**src/rtl/cordic_arb_pkg.sv**
```systemverilog
// ---------------------------------------------------------------------------
// cordic_arb_pkg
//
// Shared definitions for the CORDIC magnitude arbiter:
//   arb_state_t        - arbiter FSM states (IDLE, ISSUE, WAIT, RESP)
//   NOMINAL_LAT_OFFSET - engine latency beyond its iteration count
//   DEFAULT_TIMEOUT    - default WAIT-state cycle limit
//   nominal_latency()  - engine latency (from start pulse) for a given ITER
// ---------------------------------------------------------------------------
package cordic_arb_pkg;

    typedef enum logic [1:0] {
        IDLE  = 2'd0,
        ISSUE = 2'd1,
        WAIT  = 2'd2,
        RESP  = 2'd3
    } arb_state_t;

    localparam int NOMINAL_LAT_OFFSET = 3;
    localparam int DEFAULT_TIMEOUT    = 64;

    function automatic int nominal_latency(input int iter);
        return iter + NOMINAL_LAT_OFFSET;
    endfunction

endpackage

```
**src/rtl/rr_arbiter.sv**
```systemverilog
// ---------------------------------------------------------------------------
// rr_arbiter
//
// Purely combinational round-robin picker. The search starts at ptr+1 and
// wraps modulo N_REQ, so the last winner has the lowest priority.
//
// Ports:
//   req       in  N_REQ  request vector
//   ptr       in  ID_W   index of the previous winner
//   grant     out N_REQ  one-hot grant (zero when no request)
//   grant_idx out ID_W   encoded index of the grant (0 when no request)
// ---------------------------------------------------------------------------
module rr_arbiter #(
    parameter int N_REQ = 4,
    parameter int ID_W  = $clog2(N_REQ)
) (
    input  logic [N_REQ-1:0] req,
    input  logic [ID_W-1:0]  ptr,
    output logic [N_REQ-1:0] grant,
    output logic [ID_W-1:0]  grant_idx
);

    logic            found;
    logic [ID_W-1:0] cand;

    // Walk every requester once, starting just after the pointer; the
    // first active one wins.
    always_comb begin
        grant     = '0;
        grant_idx = '0;
        found     = 1'b0;
        cand      = '0;
        for (int k = 1; k <= N_REQ; k++) begin
            cand = ID_W'((int'(ptr) + k) % N_REQ);
            if (!found && req[cand]) begin
                found       = 1'b1;
                grant[cand] = 1'b1;
                grant_idx   = cand;
            end
        end
    end

endmodule

```
**src/rtl/cordic_mag_arbiter.sv**
```systemverilog
// ---------------------------------------------------------------------------
// cordic_mag_arbiter
//
// Shares one sequential CORDIC magnitude engine among N_REQ requesters.
// Requests are granted round-robin, one job in flight at a time; the
// engine's single-cycle result pulse is captured and returned, tagged with
// the requester ID, over a valid/ready response port.
//
// Optional feature (macro CORDIC_ARB_TIMEOUT_EN): a WAIT-state watchdog.
// After TIMEOUT_CYC cycles without a result the engine is reset for one
// cycle and a substitute response (mag=0, err=1) is returned. Without the
// macro no counter is built and resp_err is constant 0.
//
// Ports:
//   clk, rst              clock, synchronous active-high reset
//   req_valid/req_ready   per-requester handshake (req_ready one-hot or 0)
//   req_x/req_y           packed signed operands, slice i*DATA_WIDTH
//   resp_valid/resp_ready response handshake
//   resp_id/resp_mag      owner index and magnitude of the result
//   resp_err              result is a timeout substitute
//   eng_rst_n             active-low engine reset
//   eng_valid_in          engine start pulse
//   eng_x/eng_y           operands held for the engine
//   eng_valid_out/eng_mag engine result pulse and value
//   busy                  FSM is not in IDLE
// ---------------------------------------------------------------------------
module cordic_mag_arbiter
    import cordic_arb_pkg::*;
#(
    parameter int N_REQ       = 4,
    parameter int DATA_WIDTH  = 16,
    parameter int ID_W        = $clog2(N_REQ),
    parameter int TIMEOUT_CYC = DEFAULT_TIMEOUT
) (
    input  logic                        clk,
    input  logic                        rst,
    input  logic [N_REQ-1:0]            req_valid,
    output logic [N_REQ-1:0]            req_ready,
    input  logic [N_REQ*DATA_WIDTH-1:0] req_x,
    input  logic [N_REQ*DATA_WIDTH-1:0] req_y,
    output logic                        resp_valid,
    input  logic                        resp_ready,
    output logic [ID_W-1:0]             resp_id,
    output logic [DATA_WIDTH-1:0]       resp_mag,
    output logic                        resp_err,
    output logic                        eng_rst_n,
    output logic                        eng_valid_in,
    output logic [DATA_WIDTH-1:0]       eng_x,
    output logic [DATA_WIDTH-1:0]       eng_y,
    input  logic                        eng_valid_out,
    input  logic [DATA_WIDTH-1:0]       eng_mag,
    output logic                        busy
);

    arb_state_t            state_q, state_d;
    logic [ID_W-1:0]       ptr_q, ptr_d;
    logic [ID_W-1:0]       id_q, id_d;
    logic [DATA_WIDTH-1:0] eng_x_q, eng_x_d;
    logic [DATA_WIDTH-1:0] eng_y_q, eng_y_d;
    logic [DATA_WIDTH-1:0] mag_q, mag_d;
    logic                  eng_valid_in_q, eng_valid_in_d;
    logic                  resp_valid_q, resp_valid_d;
    logic                  timeout_kill;

    logic [N_REQ-1:0]      grant;
    logic [ID_W-1:0]       grant_idx;
    logic [DATA_WIDTH-1:0] x_arr [N_REQ];
    logic [DATA_WIDTH-1:0] y_arr [N_REQ];

    // Unpack the operand buses so the granted slice is a plain array read.
    for (genvar i = 0; i < N_REQ; i++) begin : g_unpack
        assign x_arr[i] = req_x[i*DATA_WIDTH +: DATA_WIDTH];
        assign y_arr[i] = req_y[i*DATA_WIDTH +: DATA_WIDTH];
    end

    rr_arbiter #(
        .N_REQ (N_REQ),
        .ID_W  (ID_W)
    ) u_rr (
        .req       (req_valid),
        .ptr       (ptr_q),
        .grant     (grant),
        .grant_idx (grant_idx)
    );

`ifdef CORDIC_ARB_TIMEOUT_EN
    localparam int TMO_W = $clog2(TIMEOUT_CYC + 1);

    logic [TMO_W-1:0] tmo_cnt_q, tmo_cnt_d;
    logic             err_q, err_d;

    // A real result in the same cycle as the limit wins over the timeout.
    assign timeout_kill = (state_q == WAIT) && !eng_valid_out &&
                          (tmo_cnt_q == TMO_W'(TIMEOUT_CYC));
    assign resp_err     = err_q;
`else
    logic unused_timeout_cfg;

    assign unused_timeout_cfg = (TIMEOUT_CYC == 0);
    assign timeout_kill       = 1'b0;
    assign resp_err           = 1'b0;
`endif

    // The engine shares our reset and is also killed by a timeout, which
    // discards whatever job it was holding.
    assign eng_rst_n    = ~(rst | timeout_kill);

    // Grants are only offered in IDLE; elsewhere req_valid is ignored.
    assign req_ready    = (state_q == IDLE) ? grant : '0;
    assign busy         = (state_q != IDLE);
    assign eng_valid_in = eng_valid_in_q;
    assign eng_x        = eng_x_q;
    assign eng_y        = eng_y_q;
    assign resp_valid   = resp_valid_q;
    assign resp_id      = id_q;
    assign resp_mag     = mag_q;

    // Next-state logic for the whole job sequence. eng_valid_in_d is only
    // raised on the grant, so the start pulse lines up with ISSUE.
    always_comb begin
        state_d        = state_q;
        ptr_d          = ptr_q;
        id_d           = id_q;
        eng_x_d        = eng_x_q;
        eng_y_d        = eng_y_q;
        mag_d          = mag_q;
        eng_valid_in_d = 1'b0;
        resp_valid_d   = resp_valid_q;
`ifdef CORDIC_ARB_TIMEOUT_EN
        err_d          = err_q;
`endif
        case (state_q)
            IDLE: begin
                if (|grant) begin
                    eng_x_d        = x_arr[grant_idx];
                    eng_y_d        = y_arr[grant_idx];
                    id_d           = grant_idx;
                    ptr_d          = grant_idx;
                    eng_valid_in_d = 1'b1;
                    state_d        = ISSUE;
                end
            end
            ISSUE: begin
                state_d = WAIT;
            end
            WAIT: begin
                if (eng_valid_out) begin
                    mag_d        = eng_mag;
                    resp_valid_d = 1'b1;
                    state_d      = RESP;
`ifdef CORDIC_ARB_TIMEOUT_EN
                    err_d        = 1'b0;
`endif
                end else if (timeout_kill) begin
                    mag_d        = '0;
                    resp_valid_d = 1'b1;
                    state_d      = RESP;
`ifdef CORDIC_ARB_TIMEOUT_EN
                    err_d        = 1'b1;
`endif
                end
            end
            RESP: begin
                if (resp_ready) begin
                    resp_valid_d = 1'b0;
                    state_d      = IDLE;
                end
            end
            default: begin
                state_d = IDLE;
            end
        endcase
    end

`ifdef CORDIC_ARB_TIMEOUT_EN
    // Counts cycles spent in WAIT; cleared whenever WAIT is left.
    always_comb begin
        tmo_cnt_d = '0;
        if (state_q == WAIT && state_d == WAIT) begin
            tmo_cnt_d = tmo_cnt_q + 1'b1;
        end
    end
`endif

    // State and output registers. The pointer resets to the last index so
    // requester 0 has first priority after reset.
    always_ff @(posedge clk) begin
        if (rst) begin
            state_q        <= IDLE;
            ptr_q          <= ID_W'(N_REQ - 1);
            id_q           <= '0;
            eng_x_q        <= '0;
            eng_y_q        <= '0;
            mag_q          <= '0;
            eng_valid_in_q <= 1'b0;
            resp_valid_q   <= 1'b0;
`ifdef CORDIC_ARB_TIMEOUT_EN
            tmo_cnt_q      <= '0;
            err_q          <= 1'b0;
`endif
        end else begin
            state_q        <= state_d;
            ptr_q          <= ptr_d;
            id_q           <= id_d;
            eng_x_q        <= eng_x_d;
            eng_y_q        <= eng_y_d;
            mag_q          <= mag_d;
            eng_valid_in_q <= eng_valid_in_d;
            resp_valid_q   <= resp_valid_d;
`ifdef CORDIC_ARB_TIMEOUT_EN
            tmo_cnt_q      <= tmo_cnt_d;
            err_q          <= err_d;
`endif
        end
    end

endmodule

```
**config.mk**
```make
export PLATFORM = sky130hd
export DESIGN_NAME = cordic_mag_arbiter
export DESIGN_NICKNAME = d
export VERILOG_FILES = /design/src/rtl/cordic_arb_pkg.sv /design/src/rtl/rr_arbiter.sv /design/src/rtl/cordic_mag_arbiter.sv
export SDC_FILE = /design/constraint.sdc
export NUM_CORES = 1
export LEC_CHECK = 0
export BUFFER_PORTS_ARGS = -buffer_cell sky130_fd_sc_hd__buf_4
export CAP_MARGIN = 10
export CORE_UTILIZATION = 47
export DETAILED_ROUTE_END_ITERATION = 7
export PLACE_DENSITY = 0.86
export SYNTH_ARGS = -nofsm -noshare
export SYNTH_HDL_FRONTEND = slang
export SYNTH_SLANG_ARGS = --single-unit
```
**constraint.sdc**
```tcl
create_clock -name clk -period 6.15 [get_ports clk]
set_input_delay 0.615 -clock clk [delete_from_list [all_inputs] [get_ports clk]]
set_output_delay 0.615 -clock clk [all_outputs]
set_load 0.02 [all_outputs]
```
==> metrics <==
total wire length 10300 um; # DRC 0; Detailed Routing Iterations Pass 1 4; GRT Overall Usage 0.269; DR WL met3 756 um; actual slew at the worst max-slew pin 800 ps; share of layout cells above drive strength 1 0.488; site row count 30; WP buf/inv 2; crit end category register; Worst EP required 6350 ps; min Tclk post-route 4400 ps; CTS Buffer Depth 2; GR Overflow Total 0; Fillers 533; slew margin rel. 0.467; initial DRC count 111; Synth top cells by count dfxtp_1, nand2_1, nor2_1; Clock Skew 7.66 ps; multi-input logic area 0.00213 mm2; initial antenna violation count 0; Placed Area 0.00500 mm2; Mean Syn Cell Area 10.1 um2; most numerous cell in the Yosys netlist dfxtp_1; CP peak stage delay 690 ps; Distinct cells, synth 42; Post-synth EDFFs 0; Worst EP arrival 4590 ps; power density cells 478 mW/mm2; Clk Latency, worst-skew pair 320 ps; die area 0.00763 mm2; Post-CTS Hold Buffers 0; largest net degree at the start of global routing 56; worst hold slack 466 ps; type of origin of the critical path register; Syn Nets 501; Ports 211; Setup WS post-layout 1750 ps; Syn-to-layout area delta 48.8%; Async SR Flop Fraction 0; routed length on met2 5570 um; fin nets 695; ANT nets after route 0; top_reg_cell synth dfxtp_1; Final setup viols 0; reg-to-reg slack, setup 1750 ps; max-slew violation count 0; Max Cap Viol 0; GP Congestion 0.873; CP Max Fanout 20; Num CTS Buffers 5; outcome finished, final reports clean; initial core utilization 0.495; Inst Count DP 621; Synth area leaders dfxtp_1, mux4_2, mux2i_1, nand2_1, nor2_1; Min-Delay Path Class reg -> reg; Placeable Area 0.00691 mm2; slowest cell on the critical path dfxtp_1; total negative slack 0 ps; DR vias 3419; total clock sinks 56; Die Ht 87.3 um; TritonCTS clock tree yes; post-layout instance area 0.00509 mm2; Netlist Area Pre-Place 0.00342 mm2; Synth top area share 0.328; worst-path cell chain inv_1 -> ha_1 -> or3b_2 -> o211ai_1 -> nand3_1 -> o211ai_4 -> buf_4 -> mux4_2 -> mux2i_1 -> nor2_1; dominant cell type by area after synthesis dfxtp_1; Reg area 0.00112 mm2; pre-CTS WS 1720 ps; H-tree levels 2; DR top layer met4; Fin. Hold Viols 0; vias in the first global route 3388; chip width 87.3 um; Synth Instances 338; postcts setup bufs 0; post-route insts no fill 629; Peak VDD IR 0.277 mV; RSZ-0062 raised after global routing false; clk slew on worst S/H paths 110 ps; first-pass GRT wire length 15900 um; Top delay family on crit path simple AND/OR/NAND/NOR gates; Vias/cell 5.44; Crit Path Category reg -> reg; port bufs 209; synth warn 0; Final Cycle Share 0.715; Seq/Total Area, Yosys 0.328; maximum clock frequency 0.227 GHz; Antenna Cells 0; WL per Instance 16.5 um; PostCTS Resize Cnt 0; Synth Register Bits 56; DPL Wire Length 8190 um; Clock Root Buffer clkbuf_8; wl on met1 3810 um; Static Leakage 2.42 nW
[cell families (layout without fill, tap and decap cells)]
group,after synthesis,in the layout,share of synthesized area
multiplexers,71,71,0.332
AO/OA/AOI/OAI,53,53,0.100
AND/OR/NAND/NOR,110,110,0.140
adder cells (fa/ha/maj),11,11,0.0402
buffers and inverters,36,231,0.0592
other,1,1,0.00110
flip-flops,56,56,0.328
[flip-flops by register name, summed over array words and instances, names as in the netlist]
register,count
resp_valid,1
state_q,2
resp_mag,16
ptr_q,2
eng_y,16
eng_x,16
eng_valid_in,1
resp_id,2
[where the power goes]
| part | switching (mW) | total [mW] | internal, mW |
|---|---|---|---|
| Combinational | 0.847 | 1.70 | 0.854 |
| Clock | 0.132 | 0.214 | 0.0821 |
| Sequential | 0.0653 | 0.521 | 0.456 |
| Total | 1.04 | 2.44 | 1.39 |
[worst register-to-register path: stages (launching register included)]
cell,delay (ps)
dfxtp_1,690
inv_1,300
ha_1,550
or3b_2,500
o211ai_1,150
nand3_1,230
o211ai_4,610
buf_4,480
mux4_2,560
mux2i_1,150
nor2_1,60
[per-layer routing]
metal  up-vias  track usage
li1       1608            -
met1      1625        0.304
met2       165        0.497
met3        21       0.0531
met4         0        0.104
met5         -            0
[path summary, 6_finish.rpt]
check | end | cells past startpoint | startpoint
worst min-delay path | resp_mag[12] | 2 | resp_mag[12]
worst max register to register | eng_x[9] | 10 | ptr_q[0]
worst max-delay path | eng_x[9] | 10 | ptr_q[0]
worst min register to register | resp_mag[12] | 2 | resp_mag[12]
[layout make-up]
cell class / count / share of cell area
sequential: 56 / 0.220
inverter: 11 / 0.00811
tap: 96 / 0.0236
timing repair buffer: 212 / 0.313
multi-input combinational: 246 / 0.418
clock inverter: 3 / 0.00442
clock buffer: 5 / 0.0135
[per-stage QoR]
| step | power, mW | utilization |
|---|---|---|
| final | 2.44 | 0.737 |
| after global placement | 2.19 | 0.724 |
| after floorplan | 1.88 | - |
| after global routing | 2.62 | 0.737 |
| after CTS | 2.46 | 0.737 |
| after detailed placement | 2.24 | 0.724 |
[layout by cell type, fill, tap and decap left out, drive strengths merged, types with 2 or more instances in the layout]
master	Yosys	layout
a21oi	25	25
a221o	2	2
a221oi	2	2
a31oi	2	2
and2	2	2
buf	14	212
clkbuf	11	5
clkinv	0	2
dfxtp	56	56
ha	11	11
inv	11	12
mux2i	37	37
mux4	34	34
nand2	49	49
nand3	3	3
nor2	40	40
nor2b	2	2
nor3	2	2
nor3b	2	2
o211ai	6	6
o21a	3	3
o21ai	7	7
o31ai	2	2
or3b	4	4
No activity file was read; power rests on OpenSTA's default activity.
